--- config.mk ---
export PLATFORM = sky130hd
export DESIGN_NAME = pipe_stage_reg
export DESIGN_NICKNAME = d
export VERILOG_FILES = /design/src/rtl/pipe_pkg.sv /design/src/rtl/pipe_slot.sv /design/src/rtl/pipe_stage_reg.sv
export SDC_FILE = /design/constraint.sdc
export NUM_CORES = 1
export LEC_CHECK = 0
export ABC_CLOCK_PERIOD_IN_PS = 4220
export CAP_MARGIN = 20
export CORE_ASPECT_RATIO = 0.8
export CORE_MARGIN = 2
export CORE_UTILIZATION = 39
export DETAILED_ROUTE_END_ITERATION = 8
export GPL_ROUTABILITY_DRIVEN = 1
export PLACE_DENSITY = 0.8
export SYNTH_ARGS = -nofsm -noshare
export SYNTH_HDL_FRONTEND = slang
export SYNTH_SLANG_ARGS = --single-unit
export TNS_END_PERCENT = 5
--- constraint.sdc ---
create_clock -name clk -period 4.22 [get_ports clk]
set_input_delay 1.055 -clock clk [delete_from_list [all_inputs] [get_ports clk]]
set_output_delay 1.055 -clock clk [all_outputs]
set_load 0.02 [all_outputs]
--- src/rtl/pipe_pkg.sv ---
// Shared definitions for the inter-stage pipeline registers (EX/MEM field layout, idle control, slot states).
package pipe_pkg;

  localparam int EXMEM_CTRL_W = 10;
  localparam int EXMEM_DATA_W = 96;

  // EX/MEM control field layout, MSB first: Regfile_we, DataMem_we, writeRegAddr[4:0], regSrc_mux[2:0]
  localparam int CTRL_REGFILE_WE_BIT = 9;
  localparam int CTRL_DATAMEM_WE_BIT = 8;
  localparam int CTRL_WADDR_MSB      = 7;
  localparam int CTRL_WADDR_LSB      = 3;
  localparam int CTRL_REGSRC_MSB     = 2;
  localparam int CTRL_REGSRC_LSB     = 0;

  localparam logic [EXMEM_CTRL_W-1:0] CTRL_IDLE_DEF = '0;

  typedef enum logic [1:0] {
    EMPTY = 2'd0,
    BUSY  = 2'd1,
    FULL  = 2'd2
  } pipe_state_e;

endpackage

--- src/rtl/pipe_slot.sv ---
// One pipeline slot: valid bit plus ctrl/data register with load, drop and kill controls.
module pipe_slot #(
  parameter int CTRL_W = 10,
  parameter int DATA_W = 96
) (
  input  logic              clk,
  input  logic              rst,
  input  logic              load,
  input  logic              drop,
  input  logic              kill,
  input  logic [CTRL_W-1:0] in_ctrl,
  input  logic [DATA_W-1:0] in_data,
  output logic              vld,
  output logic [CTRL_W-1:0] ctrl,
  output logic [DATA_W-1:0] data
);

  logic              vld_d, vld_q;
  logic [CTRL_W-1:0] ctrl_d, ctrl_q;
  logic [DATA_W-1:0] data_d, data_q;

  // Kill only clears the valid bit; the payload stays stale and is masked downstream.
  always_comb begin
    vld_d  = vld_q;
    ctrl_d = ctrl_q;
    data_d = data_q;
    if (load) begin
      vld_d  = 1'b1;
      ctrl_d = in_ctrl;
      data_d = in_data;
    end else if (drop) begin
      vld_d = 1'b0;
    end
    if (kill) begin
      vld_d = 1'b0;
    end
  end

  always_ff @(posedge clk or posedge rst) begin
    if (rst) begin
      vld_q  <= 1'b0;
      ctrl_q <= '0;
      data_q <= '0;
    end else begin
      vld_q  <= vld_d;
      ctrl_q <= ctrl_d;
      data_q <= data_d;
    end
  end

  assign vld  = vld_q;
  assign ctrl = ctrl_q;
  assign data = data_q;

endmodule

--- src/rtl/pipe_stage_reg.sv ---
// Inter-stage pipeline register with valid/ready handshake, synchronous flush and bubble gating of ctrl.
// PIPE_SKID_EN adds a skid slot so in_ready comes from a flop; without it in_ready is combinational.
module pipe_stage_reg
  import pipe_pkg::*;
#(
  parameter int                CTRL_W    = EXMEM_CTRL_W,
  parameter int                DATA_W    = EXMEM_DATA_W,
  parameter logic [CTRL_W-1:0] CTRL_IDLE = CTRL_W'(CTRL_IDLE_DEF)
) (
  input  logic              clk,
  input  logic              rst,
  input  logic              flush,
  input  logic              in_valid,
  output logic              in_ready,
  input  logic [CTRL_W-1:0] in_ctrl,
  input  logic [DATA_W-1:0] in_data,
  output logic              out_valid,
  input  logic              out_ready,
  output logic [CTRL_W-1:0] out_ctrl,
  output logic [DATA_W-1:0] out_data
);

  pipe_state_e       state_d, state_q;
  logic              accept;
  logic              fire;
  logic              main_load;
  logic              main_drop;
  logic              main_vld;
  logic [CTRL_W-1:0] main_ctrl;
  logic [DATA_W-1:0] main_data;
  logic [CTRL_W-1:0] main_in_ctrl;
  logic [DATA_W-1:0] main_in_data;

`ifdef PIPE_SKID_EN
  logic              skid_load;
  logic              skid_drop;
  logic              skid_vld;
  logic [CTRL_W-1:0] skid_ctrl;
  logic [DATA_W-1:0] skid_data;
  logic              rdy_d, rdy_q;
`endif

  assign fire   = main_vld & out_ready;
  assign accept = in_valid & in_ready & ~flush;

  always_comb begin
    state_d      = state_q;
    main_load    = 1'b0;
    main_drop    = 1'b0;
    main_in_ctrl = in_ctrl;
    main_in_data = in_data;
`ifdef PIPE_SKID_EN
    skid_load    = 1'b0;
    skid_drop    = 1'b0;
`endif
    case (state_q)
      EMPTY: begin
        if (accept) begin
          state_d   = BUSY;
          main_load = 1'b1;
        end
      end
      BUSY: begin
        if (accept && fire) begin
          main_load = 1'b1;
`ifdef PIPE_SKID_EN
        end else if (accept) begin
          state_d   = FULL;
          skid_load = 1'b1;
`endif
        end else if (fire) begin
          state_d   = EMPTY;
          main_drop = 1'b1;
        end
      end
`ifdef PIPE_SKID_EN
      FULL: begin
        // Skid drains into main; upstream stays blocked this cycle because in_ready is a flop.
        if (fire) begin
          state_d      = BUSY;
          main_load    = 1'b1;
          main_in_ctrl = skid_ctrl;
          main_in_data = skid_data;
          skid_drop    = 1'b1;
        end
      end
`endif
      default: state_d = EMPTY;
    endcase
    if (flush) begin
      state_d = EMPTY;
    end
  end

  always_ff @(posedge clk or posedge rst) begin
    if (rst) begin
      state_q <= EMPTY;
    end else begin
      state_q <= state_d;
    end
  end

  pipe_slot #(
    .CTRL_W (CTRL_W),
    .DATA_W (DATA_W)
  ) u_main (
    .clk     (clk),
    .rst     (rst),
    .load    (main_load),
    .drop    (main_drop),
    .kill    (flush),
    .in_ctrl (main_in_ctrl),
    .in_data (main_in_data),
    .vld     (main_vld),
    .ctrl    (main_ctrl),
    .data    (main_data)
  );

`ifdef PIPE_SKID_EN
  pipe_slot #(
    .CTRL_W (CTRL_W),
    .DATA_W (DATA_W)
  ) u_skid (
    .clk     (clk),
    .rst     (rst),
    .load    (skid_load),
    .drop    (skid_drop),
    .kill    (flush),
    .in_ctrl (in_ctrl),
    .in_data (in_data),
    .vld     (skid_vld),
    .ctrl    (skid_ctrl),
    .data    (skid_data)
  );

  // Ready is the registered complement of next-cycle skid occupancy; held low through reset.
  assign rdy_d = (state_d != FULL) & ~skid_load;

  always_ff @(posedge clk or posedge rst) begin
    if (rst) begin
      rdy_q <= 1'b0;
    end else begin
      rdy_q <= rdy_d | (skid_vld & skid_drop);
    end
  end

  assign in_ready = rdy_q;
`else
  assign in_ready = ~rst & (out_ready | ~main_vld);
`endif

  assign out_valid = main_vld;
  assign out_ctrl  = main_vld ? main_ctrl : CTRL_IDLE;
  assign out_data  = main_data;

endmodule
; ---- Word level (Yosys, flattened, before mapping)
; Index checks and enable logic that the tools add are counted.
[classes]
n_eq_ne = 4
muxes = 15
bitwise_logic = 8
reduce_logical = 4
[ops]
columns = operator, n
row1 = $mux 10, 1
row2 = $ne 3x3->1 const B, 3
row3 = $mux 1, 8
row4 = $mux 2, 4
row5 = $and 1x1->1, 4
row6 = $pmux 2 s2, 1
row7 = $not 1->1, 3
row8 = $reduce_and 3->1, 1
row9 = $reduce_bool 3->1, 1
row10 = $eq 2x1->1 const B, 1
row11 = $logic_not 2->1, 1
row12 = $pmux 1 s2, 1
row13 = $logic_and 1x1->1, 1
row14 = $or 1x1->1, 1
[totals]
regBits = 109
in_bits = 111
output_inout_bits = 108
word_cells = 35

; ---- Longest topological paths before layout
; Gate-level depths: netlist (run 1).
[depth]
depth_word = 11
mapped_depth = 6
ltp_nobuf = 3

; ---- Hierarchy
; A second synthesis (run 1) with hierarchy kept.
[hier_totals]
cells_unflattened = 252
area_unflattened_um2 = 4255.3
[modules_own_cells]
columns = mod, n_inst, cells_per_inst, area_each_um2, seq_area_each_um2
row1 = pipe_slot, 1, 229, 4090.2, 2677.6
row2 = pipe_stage_reg, 1, 23, 165.2, 25.0

; ---- Worst setup path after synthesis (run 1)
; OpenSTA, ideal clock, no wires.
[synth_timing]
kind = input -> output
start = input port out_ready
end = output port in_ready
arrival_time_ns = 1.384
required_ns = 3.165
path_slack_ns = 1.781
stages = 2
n_path_buf = 0
cell_sequence = nor2b_1 -> nor2_1
[synth_via]
elab_chain_cells = 2
[synth_lines]
columns = element, line_no
row1 = start: declaration, pipe_stage_reg.sv:18  ; input logic out_ready,
row2 = $or 1x1->1, pipe_stage_reg.sv:149  ; assign in_ready = ~rst & (out_ready | ~main_vld);
row3 = $and 1x1->1, pipe_stage_reg.sv:149
row4 = end: declaration, pipe_stage_reg.sv:14  ; output logic in_ready,
; Every way passes these cells.

; ---- Worst setup path after layout (run 1)
; Same ends and word-level chain as after synthesis.

==> insert_results.sql, run 1 <==
INSERT INTO impl_metrics (metric_group, metric, value, unit) VALUES
('outcome', 'result_of_the_run', 'completed', ''),
('clock_network', 'quantity_of_gates_resized_following_cts', '0', ''),
('finish', 'mostFrequentLayoutCell', 'sky130_fd_sc_hd__clkdlybuf4s50_1', ''),
('power', 'max-vdd-ir-drop', '0.000359', 'V'),
('floorplan', 'floorplan.io_pins', '219', ''),
('sta', 'slew_violations', '0', ''),
('drt', 'drtAntennaViolNets', '0', ''),
('sta', 'report.final.hold_viol_count', '0', ''),
('floorplan', 'die_y', '96.2', 'µm'),
('sta', 'skew', '0.00501', 'ns'),
('setup_path', 'critPathLaunch', 'out_ready', ''),
('finish', 'layout.cells.most_common_list', '218 x sky130_fd_sc_hd__clkdlybuf4s50_1, 108 x sky130_fd_sc_hd__dfrtp_1, 77 x sky130_fd_sc_hd__mux2_2, 29 x sky130_fd_sc_hd__mux2_1, 10 x sky130_fd_sc_hd__and2_1', ''),
('clock_network', 'tritoncts', 'yes', ''),
('clock_network', 'cts.sink_count', '108', ''),
('sta', 'setup_violations', '0', ''),
('finish', 'antenna_cells', '0', ''),
('clock_network', 'cts.repair_timing.setup_buffer_count', '0', ''),
('logic_synthesis', 'netlist_instances', '249', ''),
('floorplan', 'start_util', '0.403', ''),
('drt', 'wirelength', '10.1', 'mm'),
('setup_path', 'worst_path_arrival_time', '2.43', 'ns'),
('power', 'p_clk_frac', '0.253', ''),
('setup_path', 'reg2reg_from', 'u_main.vld', ''),
('drt', 'post_drt_wl_per_cell', '16.5', 'µm'),
('power', 'power.net_switching', '1.04', 'mW'),
('global_routing', 'wire_length_of_the_first_global_routing_pass', '16.0', 'mm'),
('power', 'power_switching_share', '0.295', ''),
('setup_path', 'timing.reg2reg.worst_path_depth', '4', ''),
('global_routing', 'grt_start_max_net_pins', '108', ''),
('power', 'cell_internal_pwr', '2.48', 'mW'),
('sta', 'timing.final.crit_period', '3.48', 'ns'),
('global_routing', 'grt_antenna_before_repair', '0', ''),
('setup_path', 'rrSetupSlack', '2.04', 'ns'),
('setup_path', 'cp_data_required_time', '3.16', 'ns'),
('logic_synthesis', 'syn-num-nets', '360', ''),
('logic_synthesis', 'synth_sequential_area_ratio', '0.652', ''),
('floorplan', 'fp.dieW', '119', 'µm'),
('floorplan', 'rows', '33', ''),
('placement', 'detailed_place_hpwl', '7.47', 'mm'),
('clock_network', 'clock_insertion_delay_worst_skew', '0.34', 'ns'),
('global_routing', 'groute.usage.overall', '0.183', ''),
('sta', 'unrepaired_setup_endpoints_after_global_routing', 'no', ''),
('power', 'sequentialPowerShare', '0.402', ''),
('power', 'combinationalPowerShare', '0.345', ''),
('clock_network', 'numCtsBuffers', '9', ''),
('finish', 'finalCoreUtilization', '0.657', ''),
('power', 'leakage', '2.77', 'nW'),
('logic_synthesis', 'yosysUniqueCellTypes', '16', ''),
('power', 'power_density', '522', 'mW/mm²'),
('global_routing', 'grt_pass1_vias', '3072', ''),
('sta', 'layout_worst_path_cycle_share', '0.825', ''),
('finish', 'nFillCells', '752', ''),
('drt', 'drt_first_pass_iters', '4', ''),
('placement', 'dpl.cell_count', '597', ''),
('worst_hold_path', 'min-delay-start', 'u_main.data[37]', ''),
('placement', 'io_buffers', '218', ''),
('worst_hold_path', 'hp-class', 'reg -> reg', ''),
('setup_path', 'crit_end', 'in_ready', ''),
('sta', 'worst_pin_slew', '0.592', 'ns'),
('logic_synthesis', 'syn_area_per_cell', '16.6', 'µm²'),
('clock_network', 'htree_levels', '3', ''),
('job', 'cap_violations', '0', ''),
('sta', 'slew_headroom', '0.605', ''),
('finish', 'drive_above_1_share', '0.207', ''),
('setup_path', 'worst_path_most_repeated_cell', 'sky130_fd_sc_hd__clkdlybuf4s50_1', ''),
('power', 'design_power_total', '3.52', 'mW'),
('setup_path', 'critPathLaunchType', 'primary input', ''),
('logic_synthesis', 'postSynthRegisterBits', '108', ''),
('logic_synthesis', 'yosysWarnings', '0', ''),
('finish', 'areaGrowthSynthToFinish', '63.0', '%'),
('global_routing', 'gr-total-overflow', '0', '');
final cells by class:
cell class / instances / area, µm² / area share
well taps: 140 / 175 / 0.0259
clock buffers: 10 / 229 / 0.0339
multi-input cells: 126 / 1340 / 0.198
clock inverters: 6 / 88.8 / 0.0131
repair buffers: 221 / 2220 / 0.328
inverters: 2 / 10.0 / 0.00148
flip-flops and latches: 108 / 2700 / 0.400
critical path: cells and delay by family:
kind | cells | cell delay (ns)
buf+inv | 2 | 1.01
simple gates | 2 | 0.36
synthesized netlist by cell type:
cell | count | share of area
sky130_fd_sc_hd__dfrtp_1 | 108 | 0.65
sky130_fd_sc_hd__nand2_1 | 1 | 0.00090
sky130_fd_sc_hd__inv_1 | 2 | 0.0018
sky130_fd_sc_hd__nor2_1 | 1 | 0.00090
sky130_fd_sc_hd__a31o_2 | 1 | 0.0021
sky130_fd_sc_hd__clkbuf_1 | 1 | 0.00090
sky130_fd_sc_hd__nor2b_1 | 3 | 0.0045
sky130_fd_sc_hd__a21oi_1 | 1 | 0.0012
sky130_fd_sc_hd__and2_1 | 10 | 0.015
sky130_fd_sc_hd__nor4b_2 | 1 | 0.0036
sky130_fd_sc_hd__mux2_2 | 77 | 0.21
sky130_fd_sc_hd__mux2i_1 | 1 | 0.0024
sky130_fd_sc_hd__mux2_1 | 29 | 0.079
sky130_fd_sc_hd__buf_6 | 4 | 0.011
sky130_fd_sc_hd__o21ai_0 | 1 | 0.0012
sky130_fd_sc_hd__buf_4 | 8 | 0.014
cells by family after synthesis:
kind of cell	synth area share
AND/OR/NAND/NOR	0.0251
flip-flops	0.652
buffers and inverters	0.0281
AO/OA/AOI/OAI	0.00453
multiplexers	0.290
flip-flops by register name, indices dropped and copies added (netlist names):
name	count
state_q	1
u_main.ctrl	10
u_main.data	96
u_main.vld	1
per-stage QoR:
| step | worst slack, ns | instance area (µm²) |
|---|---|---|
| final | 0.739 | 6760 |
| after floorplan | 0.319 | 4150 |
| after global routing | 0.687 | 6760 |
| after detailed placement | 0.752 | 6440 |
| after CTS | 0.743 | 6760 |
| after global placement | 0.800 | 6440 |
how the worst min path moves through the flow:
stage	end	slack, ns	cells past startpoint
3_3_place_gp	u_main.data[50]	0.47	1
6_report	u_main.data[37]	0.48	1
4_1_cts	u_main.data[37]	0.49	1
5_1_grt	u_main.data[35]	0.49	1
3_5_place_dp	u_main.data[37]	0.48	1
2_1_floorplan	u_main.ctrl[0]	0.47	1
metal layers:
layer  vias up  wire length, µm  track usage  share of wire
met4         0              146       0.0675          0.014
met5         -                0            0              0
met3        10             1060       0.0829           0.10
met1      1413             4020        0.218           0.40
met2       136             4910        0.294           0.48
li1       1304                -            -              -
power groups by stage:
stage / sequential, mW / clock (mW) / combinational (mW)
2_1_floorplan: 1.72 / 0 / 0.274
3_3_place_gp: 1.42 / 0 / 1.21
3_5_place_dp: 1.44 / 0 / 1.23
4_1_cts: 1.42 / 0.917 / 1.23
5_1_grt: 1.46 / 0.964 / 1.28
6_report: 1.42 / 0.890 / 1.22
(Power assumes the default switching activity.)
==> run 2, diff against run 1 <==
--- a/config.mk
+++ b/config.mk
@@ -5,7 +5,7 @@
 export SDC_FILE = /design/constraint.sdc
 export NUM_CORES = 1
 export LEC_CHECK = 0
-export ABC_CLOCK_PERIOD_IN_PS = 4220
+export ABC_CLOCK_PERIOD_IN_PS = 3600
 export CAP_MARGIN = 20
 export CORE_ASPECT_RATIO = 0.8
 export CORE_MARGIN = 2
==> constraint.sdc (replaced) <==
create_clock -name clk -period 3.6 [get_ports clk]
set_input_delay 0.9 -clock clk [delete_from_list [all_inputs] [get_ports clk]]
set_output_delay 0.9 -clock clk [all_outputs]
set_load 0.02 [all_outputs]
==> run 2 against run 1 <==
Flip-flop and latch count unchanged. Hold slack better by 0.0013 ns. Clock power up 9.7%. Utilization down 0.11 points. Worst setup slack worse by 0.30 ns.
==> insert_results.sql, run 2 (synthesis gave the netlist of run 1 again) <==
INSERT INTO impl_metrics (metric_group, metric, value, unit) VALUES
('placement', 'io_buffers', '218', ''),
('clock_network', 'cts_max_path_buffers', '2', ''),
('finish', 'drive_above_1_share', '0.206', ''),
('clock_network', 'numCtsBuffers', '9', ''),
('global_routing', 'groute.usage.overall', '0.185', ''),
('drt', 'wirelength', '10.1', 'mm'),
('floorplan', 'rows', '33', ''),
('clock_network', 'quantity_of_gates_resized_following_cts', '0', ''),
('power', 'leakage', '2.76', 'nW'),
('clock_network', 'cts.sink_count', '108', ''),
('clock_network', 'cts_hold_repair.buffers', '0', ''),
('clock_network', 'clock_insertion_delay_worst_skew', '0.34', 'ns'),
('floorplan', 'floorplan.io_pins', '219', ''),
('worst_hold_path', 'min-delay-start', 'u_main.data[39]', ''),
('global_routing', 'wire_length_of_the_first_global_routing_pass', '16.2', 'mm'),
('placement', 'detailedPlace.worstSlack', '0.441', 'ns'),
('sta', 'layout_worst_path_cycle_share', '0.877', ''),
('clock_network', 'cts.repair_timing.setup_buffer_count', '0', ''),
('drt', 'drtIter0Drc', '81', ''),
('sta', 'skew', '0.00489', 'ns'),
('finish', 'antenna_cells', '0', ''),
('setup_path', 'worst_path_arrival_time', '2.26', 'ns'),
('outcome', 'result_of_the_run', 'completed', ''),
('finish', 'finalCoreUtilization', '0.656', ''),
('power', 'max-vdd-ir-drop', '0.000360', 'V'),
('drt', 'post-route-drc-count', '0', ''),
('sta', 'final.setup.worst_slack', '0.443', 'ns'),
('clock_network', 'htree_levels', '3', ''),
('sta', 'worst_pin_slew', '0.562', 'ns'),
('clock_network', 'clk_tree_root_cell', 'sky130_fd_sc_hd__clkbuf_16', ''),
('global_routing', 'use_met2', '0.315', ''),
('drt', 'route.vias.total', '2865', ''),
('drt', 'drt_first_pass_iters', '4', ''),
('setup_path', 'critPathLaunchType', 'primary input', ''),
('floorplan', 'die_y', '96.2', 'µm'),
('finish', 'multi_input_comb_area', '0.00134', 'mm²'),
('sta', 'slew_violations', '0', ''),
('clock_network', 'clk_transition_reported_paths', '0.07', 'ns'),
('finish', 'seqCellArea', '0.00270', 'mm²'),
('global_routing', 'm3_gr_usage', '0.0877', ''),
('setup_path', 'crit_type', 'in -> out', ''),
('global_routing', 'grt_antenna_before_repair', '0', ''),
('power', 'power_density', '602', 'mW/mm²'),
('global_routing', 'gr-total-overflow', '0', ''),
('drt', 'drtAntennaViolNets', '0', ''),
('finish', 'largest_register_ffs', '96', ''),
('finish', 'nFillCells', '757', ''),
('global_routing', 'grt_start_max_net_pins', '109', ''),
('finish', 'num-nets-final', '578', ''),
('floorplan', 'fp.dieW', '119', 'µm'),
('finish', 'final_area', '0.00675', 'mm²'),
('finish', 'mostFrequentLayoutCell', 'sky130_fd_sc_hd__clkdlybuf4s50_1', ''),
('placement', 'detailed_place.area', '0.00645', 'mm²'),
('drt', 'post_drt_wl_per_cell', '16.6', 'µm'),
('floorplan', 'design.die.area', '0.0115', 'mm²'),
('setup_path', 'cp_max_fo', '3', ''),
('sta', 'achievable-frequency', '317', 'MHz'),
('global_routing', 'grt_pass1_vias', '3102', ''),
('worst_hold_path', 'hp-class', 'reg -> reg', ''),
('placement', 'place_congestion', '0.743', ''),
('setup_path', 'endpoint_kind', 'output port', ''),
('sta', 'unrepaired_setup_endpoints_after_global_routing', 'no', ''),
('finish', 'areaGrowthSynthToFinish', '62.8', '%'),
('sta', 'timing.final.crit_period', '3.16', 'ns'),
('job', 'cap_violations', '0', ''),
('sta', 'setup_violations', '0', ''),
('floorplan', 'core_area', '0.0103', 'mm²'),
('setup_path', 'reg2reg_from', 'u_main.vld', ''),
('setup_path', 'critPathLaunch', 'out_ready', ''),
('finish', 'layout.cells.most_common_list', '218 x sky130_fd_sc_hd__clkdlybuf4s50_1, 108 x sky130_fd_sc_hd__dfrtp_1, 77 x sky130_fd_sc_hd__mux2_2, 29 x sky130_fd_sc_hd__mux2_1, 10 x sky130_fd_sc_hd__and2_1', ''),
('global_routing', 'met1_usage', '0.204', ''),
('placement', 'detailed_place_hpwl', '7.25', 'mm'),
('global_routing', 'globalRoute.busiestLayer', 'met2', ''),
('sta', 'slew_headroom', '0.626', ''),
('clock_network', 'tritoncts', 'yes', ''),
('sta', 'total_neg_setup_slack', '0', 'ns'),
('sta', 'whs', '0.486', 'ns'),
('floorplan', 'start_util', '0.403', ''),
('drt', 'viasPerCell', '4.68', ''),
('sta', 'report.final.hold_viol_count', '0', ''),
('setup_path', 'cp_data_required_time', '2.70', 'ns');
-- run 2: changes by cell type in the layout (fill, tap and decap cells not counted), sizes merged --
| cell | delta |
|---|---|
| bufinv | -2 |
| clkinv | -1 |
| buf | -1 |
| clkbuf | +4 |
| inv | -1 |
-- run 2: power breakdown --
part	internal, mW	switching [mW]	leakage [nW]	total (mW)
combinational	0.790	0.634	1.33	1.42
clock	0.547	0.429	0.145	0.976
sequential	1.51	0.150	1.28	1.66
total	2.85	1.21	2.76	4.06
-- run 2: path summary, 6_finish.rpt --
| path | endpoint | slack (ns) | cells after the start |
|---|---|---|---|
| hold reg to reg | u_main.data[39] | 0.49 | 1 |
| setup / recovery | in_ready | 0.44 | 4 |
| min in group asynchronous | u_main.ctrl[1] | 1.14 | 3 |
| max in group asynchronous | u_main.data[40] | 2.04 | 3 |
| setup reg to reg | u_main.data[4] | 1.44 | 4 |
| hold / removal | u_main.data[39] | 0.49 | 1 |
-- run 2: final cells by class --
cell class / count / area share
Clock buffer: 14 / 0.0421
Multi-Input combinational cell: 126 / 0.198
Sequential cell: 108 / 0.401
Inverter: 2 / 0.00167
Tap cell: 140 / 0.0260
Clock inverter: 2 / 0.00241
Timing Repair Buffer: 220 / 0.329
-- run 2: layer usage --
layer  vias to the layer above  wire length (µm)  share of wire
li1                       1303                 -              -
met1                      1411              3880           0.38
met2                       135              5000           0.49
met3                        16              1070           0.11
met4                         0               194          0.019
met5                         -                 0              0
-- run 2: stage by stage --
stage	instances	total power, mW
after floorplan	249	2.33
after global placement	596	3.08
after detailed placement	596	3.13
after CTS	612	4.12
after global routing	612	4.27
final	612	4.06
-- run 2: critical path, stage by stage --
cell and delay [ns]:
sky130_fd_sc_hd__clkdlybuf4s50_1 0.46, sky130_fd_sc_hd__nor2b_1 0.28, sky130_fd_sc_hd__nor2_1 0.08, sky130_fd_sc_hd__clkdlybuf4s50_1 0.54
==> run 3, diff against run 2 <==
--- a/config.mk
+++ b/config.mk
@@ -10,9 +10,11 @@
 export CORE_ASPECT_RATIO = 0.8
 export CORE_MARGIN = 2
 export CORE_UTILIZATION = 39
+export CTS_CLUSTER_SIZE = 14
 export DETAILED_ROUTE_END_ITERATION = 8
 export GPL_ROUTABILITY_DRIVEN = 1
 export PLACE_DENSITY = 0.8
+export SLEW_MARGIN = 25
 export SYNTH_ARGS = -nofsm -noshare
 export SYNTH_HDL_FRONTEND = slang
 export SYNTH_SLANG_ARGS = --single-unit
==> results of run 3 <==
Final layout, timing and power as in run 2 (identical DEF).
==> edit 1 (config.mk and constraints of run 2) <==
Re-encode `pipe_state_e` (3 states) as one-hot, 3 bits wide.
--- a/src/rtl/pipe_pkg.sv
+++ b/src/rtl/pipe_pkg.sv
@@ -16,6 +16,6 @@
 
-  typedef enum logic [1:0] {
-    EMPTY = 2'd0,
-    BUSY  = 2'd1,
-    FULL  = 2'd2
+  typedef enum logic [2:0] {
+    EMPTY = 3'b001,
+    BUSY  = 3'b010,
+    FULL  = 3'b100
   } pipe_state_e;
Check against the original RTL: same outputs for any inputs over 10 cycles, from zero or initial values and one cycle with rst high; not proved beyond that.
==> edit 1 against run 2 <==
- sequential power increased by 13%
- register-to-register slack lost 0.42 ns
- clock power increased by 5%
- wire length decreased by 0.72%
- area after synthesis increased by 1.6%
- synthesized cell count rose by 4.0%
- sequential share of layout area is 0.32 points lower
- die area grew 1.5%
- worst setup slack worse by 0.060 ns
- core utilization is 0.64 points higher
- total power rose by 20%
- sequential cell count is 1 higher
- design area up 1.8%
- largest cell class unchanged
==> edit 1: results (changes against run 2) <==
first-pass GRT wire length 16.4 mm (+0.81%); detailed-route wire length on metal 1 3.75 mm (-3.5%); uppermost layer routed met4; number of global-route vias before repair 3262 (+5.2%); Wirelength per Cell 16.2 um (-2.5%); htree depth 3 (unchanged); Switch Pwr 0.00153 W (+26%); Slowest cell on crit path clkdlybuf4s50_1; max reg flops 96 (unchanged); # port buffers 218 (unchanged); XOR/XNOR share of the synthesized area 0% (unchanged); outcome finished, final reports clean; Pwr Density 712 mW/mm^2 (+18%); DP HPWL 7.54 mm (+4.0%); CP top delay family buffers and inverters; DR iter-0 viols 89 (+9.9%); post-synthesis sequential area ratio 64.8% (-0.38 points); initial antenna violation count 0 (unchanged); DR WL met3 985 um (-8.0%); count of cell types in the netlist 23 (+7); mux cell area share after synthesis 28.4% (-0.69 points); gr usage total 18.0% (-0.56 points); met2 WL 5.10 mm (+2.1%); Max Clock Skew 0.00446 ns (-0.000432 ns); Max clock buf depth 2 (unchanged); worst-path maximum fanout 4 (+1); clk root buf clkbuf_16; Post-Synth Adder-Cell Area 0.594% (+0.59 points); Lkg Pwr 2.83 nW (+2.7%); Num CTS Buffers 9 (unchanged); relative slew slack 67.2% (+4.6 points); worst slack at placement 0.399 ns (-0.0423 ns); post-synthesis compound-gate area fraction 0.951% (+0.50 points); placed cell area 0.00656 mm^2 (+1.8%); Worst EP arrival 2.32 ns (+0.06 ns); nets@finish 592 (+2.4%); most instantiated cells after synthesis dfrtp_1, mux2_2, mux2_1, and2_1, buf_2; peak supply drop 0.388 mV (+7.7%); Post-Syn Nets 372 (+3.3%); worst skew pair latency 0.34 ns (about the same); fillers 764 (+0.92%); largest net degree at the start of global routing 92 (-16%); share of cells above drive strength 1 17.8% (-2.7 points); via count 2929 (+2.2%); routability cong. 0.716 (-3.6%); # Post-CTS Setup Buffers 0 (unchanged); CTS resizes 0 (unchanged); synthesis warning total 0 (unchanged); ANT cells 0 (unchanged); drt first pass iters 4 (unchanged); synth top area cells dfrtp_1, mux2_2, mux2_1
## edit 1: area by class of cell
type                       count  area share [%]
timing repair buffer         221            32.7
sequential                   109            39.7
multi-input combinational    134            20.3
clock inverter                 4            1.08
clock buffer                  11            3.39
inverter                       4           0.273
tap                          140            2.55
## edit 1: power by group through the flow
stage          Sequential, W  Combinational, W  Clock, W
6_report             0.00188           0.00199   0.00102
3_5_place_dp         0.00191           0.00201         0
2_1_floorplan        0.00239          0.000433         0
4_1_cts              0.00189           0.00202   0.00105
5_1_grt              0.00195           0.00210   0.00111
3_3_place_gp         0.00188           0.00198         0
## edit 1: cells by family after synthesis
kind of cell / Yosys count
compound gates: 6
buf+inv: 16
mux: 106
simple gates: 20
fa+ha+maj: 2
flops: 109
## edit 1: worst register-to-register path: stages (launching register included)
cell	delay, ns
dfstp_2	0.55
inv_1	0.04
ha_1	0.27
or3b_1	0.40
nor4_4	0.38
buf_12	0.39
mux2_2	0.43
## edit 1: path summary, 6_finish.rpt
check                      cells after the start             from  slack (ns)               to
setup / recovery                               4        out_ready        0.38         in_ready
hold / removal                                 1  u_main.data[60]        0.49  u_main.data[60]
setup reg to reg                               6       state_q[0]        1.02  u_main.data[67]
hold reg to reg                                1  u_main.data[60]        0.49  u_main.data[60]
max in group asynchronous                      3              rst        1.77       state_q[0]
min in group asynchronous                      2              rst        1.00   u_main.ctrl[3]
## edit 1: per-layer routing
| layer | vias to the layer above | GRT usage [%] |
|---|---|---|
| li1 | 1345 | - |
| met4 | 0 | 6.52 |
| met1 | 1432 | 19.7 |
| met2 | 131 | 30.6 |
| met3 | 21 | 8.14 |
| met5 | - | 0 |
## edit 1: per-stage QoR
stage               power (W)  cells
floorplan             0.00282    259
global route          0.00516    623
CTS                   0.00496    623
detailed placement    0.00392    608
finish                0.00489    623
global placement      0.00386    608
==> edit 2 (flow settings as in run 2) <==
Without the edit above. The package constant `EXMEM_DATA_W` goes from 96 to 104.
--- a/src/rtl/pipe_pkg.sv
+++ b/src/rtl/pipe_pkg.sv
@@ -4,3 +4,3 @@
   localparam int EXMEM_CTRL_W = 10;
-  localparam int EXMEM_DATA_W = 96;
+  localparam int EXMEM_DATA_W = 104;
 
Ports: changed (resized in_data and out_data); port bits go from 219 to 235. The function was not compared with the original's and may differ.
==> edit 2 against run 2 <==
- total power up 23%
- non-clock buffer count up 18
- area after synthesis up 6.5%
- count of clock-buffer cells in the layout up 7
- worst setup slack worse by 0.0098 ns
- via count up 9.1%
- sequential power up 8%
- design area up 12%
- hold slack worse by 0.0064 ns
- sequential cell count up 8
- combinational power up 8%
- wire length up 12%
- synthesized cell count up 6.4%
- critical endpoint unchanged
- largest power group unchanged
==> edit 2: results (changes against run 2) <==
placed cell area 0.00694 mm^2 (+7.7%); first-pass GRT wire length 17.5 mm (+8.1%); Max clock buf depth 2 (unchanged); # port buffers 234 (+7.3%); post-synthesis sequential area ratio 65.7% (+0.52 points); worst slack at placement 0.432 ns (-0.00900 ns); Mean Syn Cell Area 16.7 um^2 (+0.12%); worst skew pair latency 0.39 ns (+0.05 ns); gr usage total 19.0% (+0.43 points); share of cells above drive strength 1 19.6% (-0.97 points); Max Clock Skew 0.00648 ns (+0.00159 ns); Worst-Margin Slew 0.818 ns (+0.257 ns); routability cong. 0.724 (-2.6%); largest net degree at the start of global routing 72 (-34%); count of cell types in the netlist 17 (+1); mux cell area share after synthesis 29.3% (+0.25 points); Wirelength per Cell 17.1 um (+3.3%); Total Wirelength 11.4 mm (+12%); DP HPWL 8.25 mm (+14%); via count 3126 (+9.1%); synth top area cells dfrtp_1, mux2_2, mux2_1; Clk pin slew, worst setup/hold paths 0.05 ns (-0.02 ns); number of global-route vias before repair 3458 (+11%); outcome finished, final reports clean; Post-Syn Nets 384 (+6.7%); Num CTS Buffers 17 (+8); Lkg Pwr 3.12 nW (+13%); most instantiated cells after synthesis dfrtp_1, mux2_2, mux2_1, and2_1, buf_2; nets@finish 628 (+8.7%); post-synthesis compound-gate area fraction 0.425% (-0.028 points); max reg flops 104 (+8.3%); peak supply drop 0.430 mV (+19%)
==> edit 2: cell families after synthesis <==
logic type             after synthesis
DFF                                116
muxes                              115
and+or+nand+nor                     16
buffers and inverters               15
AOI/OAI and AO/OA                    3
==> edit 2: layout make-up <==
type	count	area, um^2
clock inverters	10	130
well taps	144	180
multi-input cells	134	1430
fillers	769	3430
flip-flops and latches	116	2900
inverters	2	11.3
repair buffers	238	2420
clock buffers	21	470
==> edit 2: report_power, final <==
part           internal (W)  total (W)  leakage [nW]  switching (W)
registers           0.00163    0.00180          1.38       0.000166
clock network       0.00113    0.00169         0.294       0.000559
logic              0.000843    0.00153          1.45       0.000687
==> edit 2: worst paths after layout <==
path                       slack (ns)             from  cells past startpoint         endpoint
max                              0.43        out_ready                      4         in_ready
min                              0.48  u_main.data[54]                      1  u_main.data[54]
max reg2reg                      1.49       u_main.vld                      4  u_main.data[30]
min reg2reg                      0.48  u_main.data[54]                      1  u_main.data[54]
max in group asynchronous        1.85              rst                      3  u_main.data[26]
min in group asynchronous        1.05              rst                      2  u_main.data[36]
==> edit 2: worst max-delay path, stage by stage <==
cell and delay, ns:
clkdlybuf4s50_1 0.48, nor2b_1 0.27, nor2_1 0.07, clkdlybuf4s50_1 0.55
==> edit 2: per-layer routing <==
metal	vias to the layer above	share of wire [%]	wire, um	global-route usage, %
met3	14	12	1310	8.66
li1	1422	-	-	-
met5	-	0	0	0
met2	151	51	5790	33.1
met4	0	1.5	173	7.60
met1	1539	36	4110	19.8
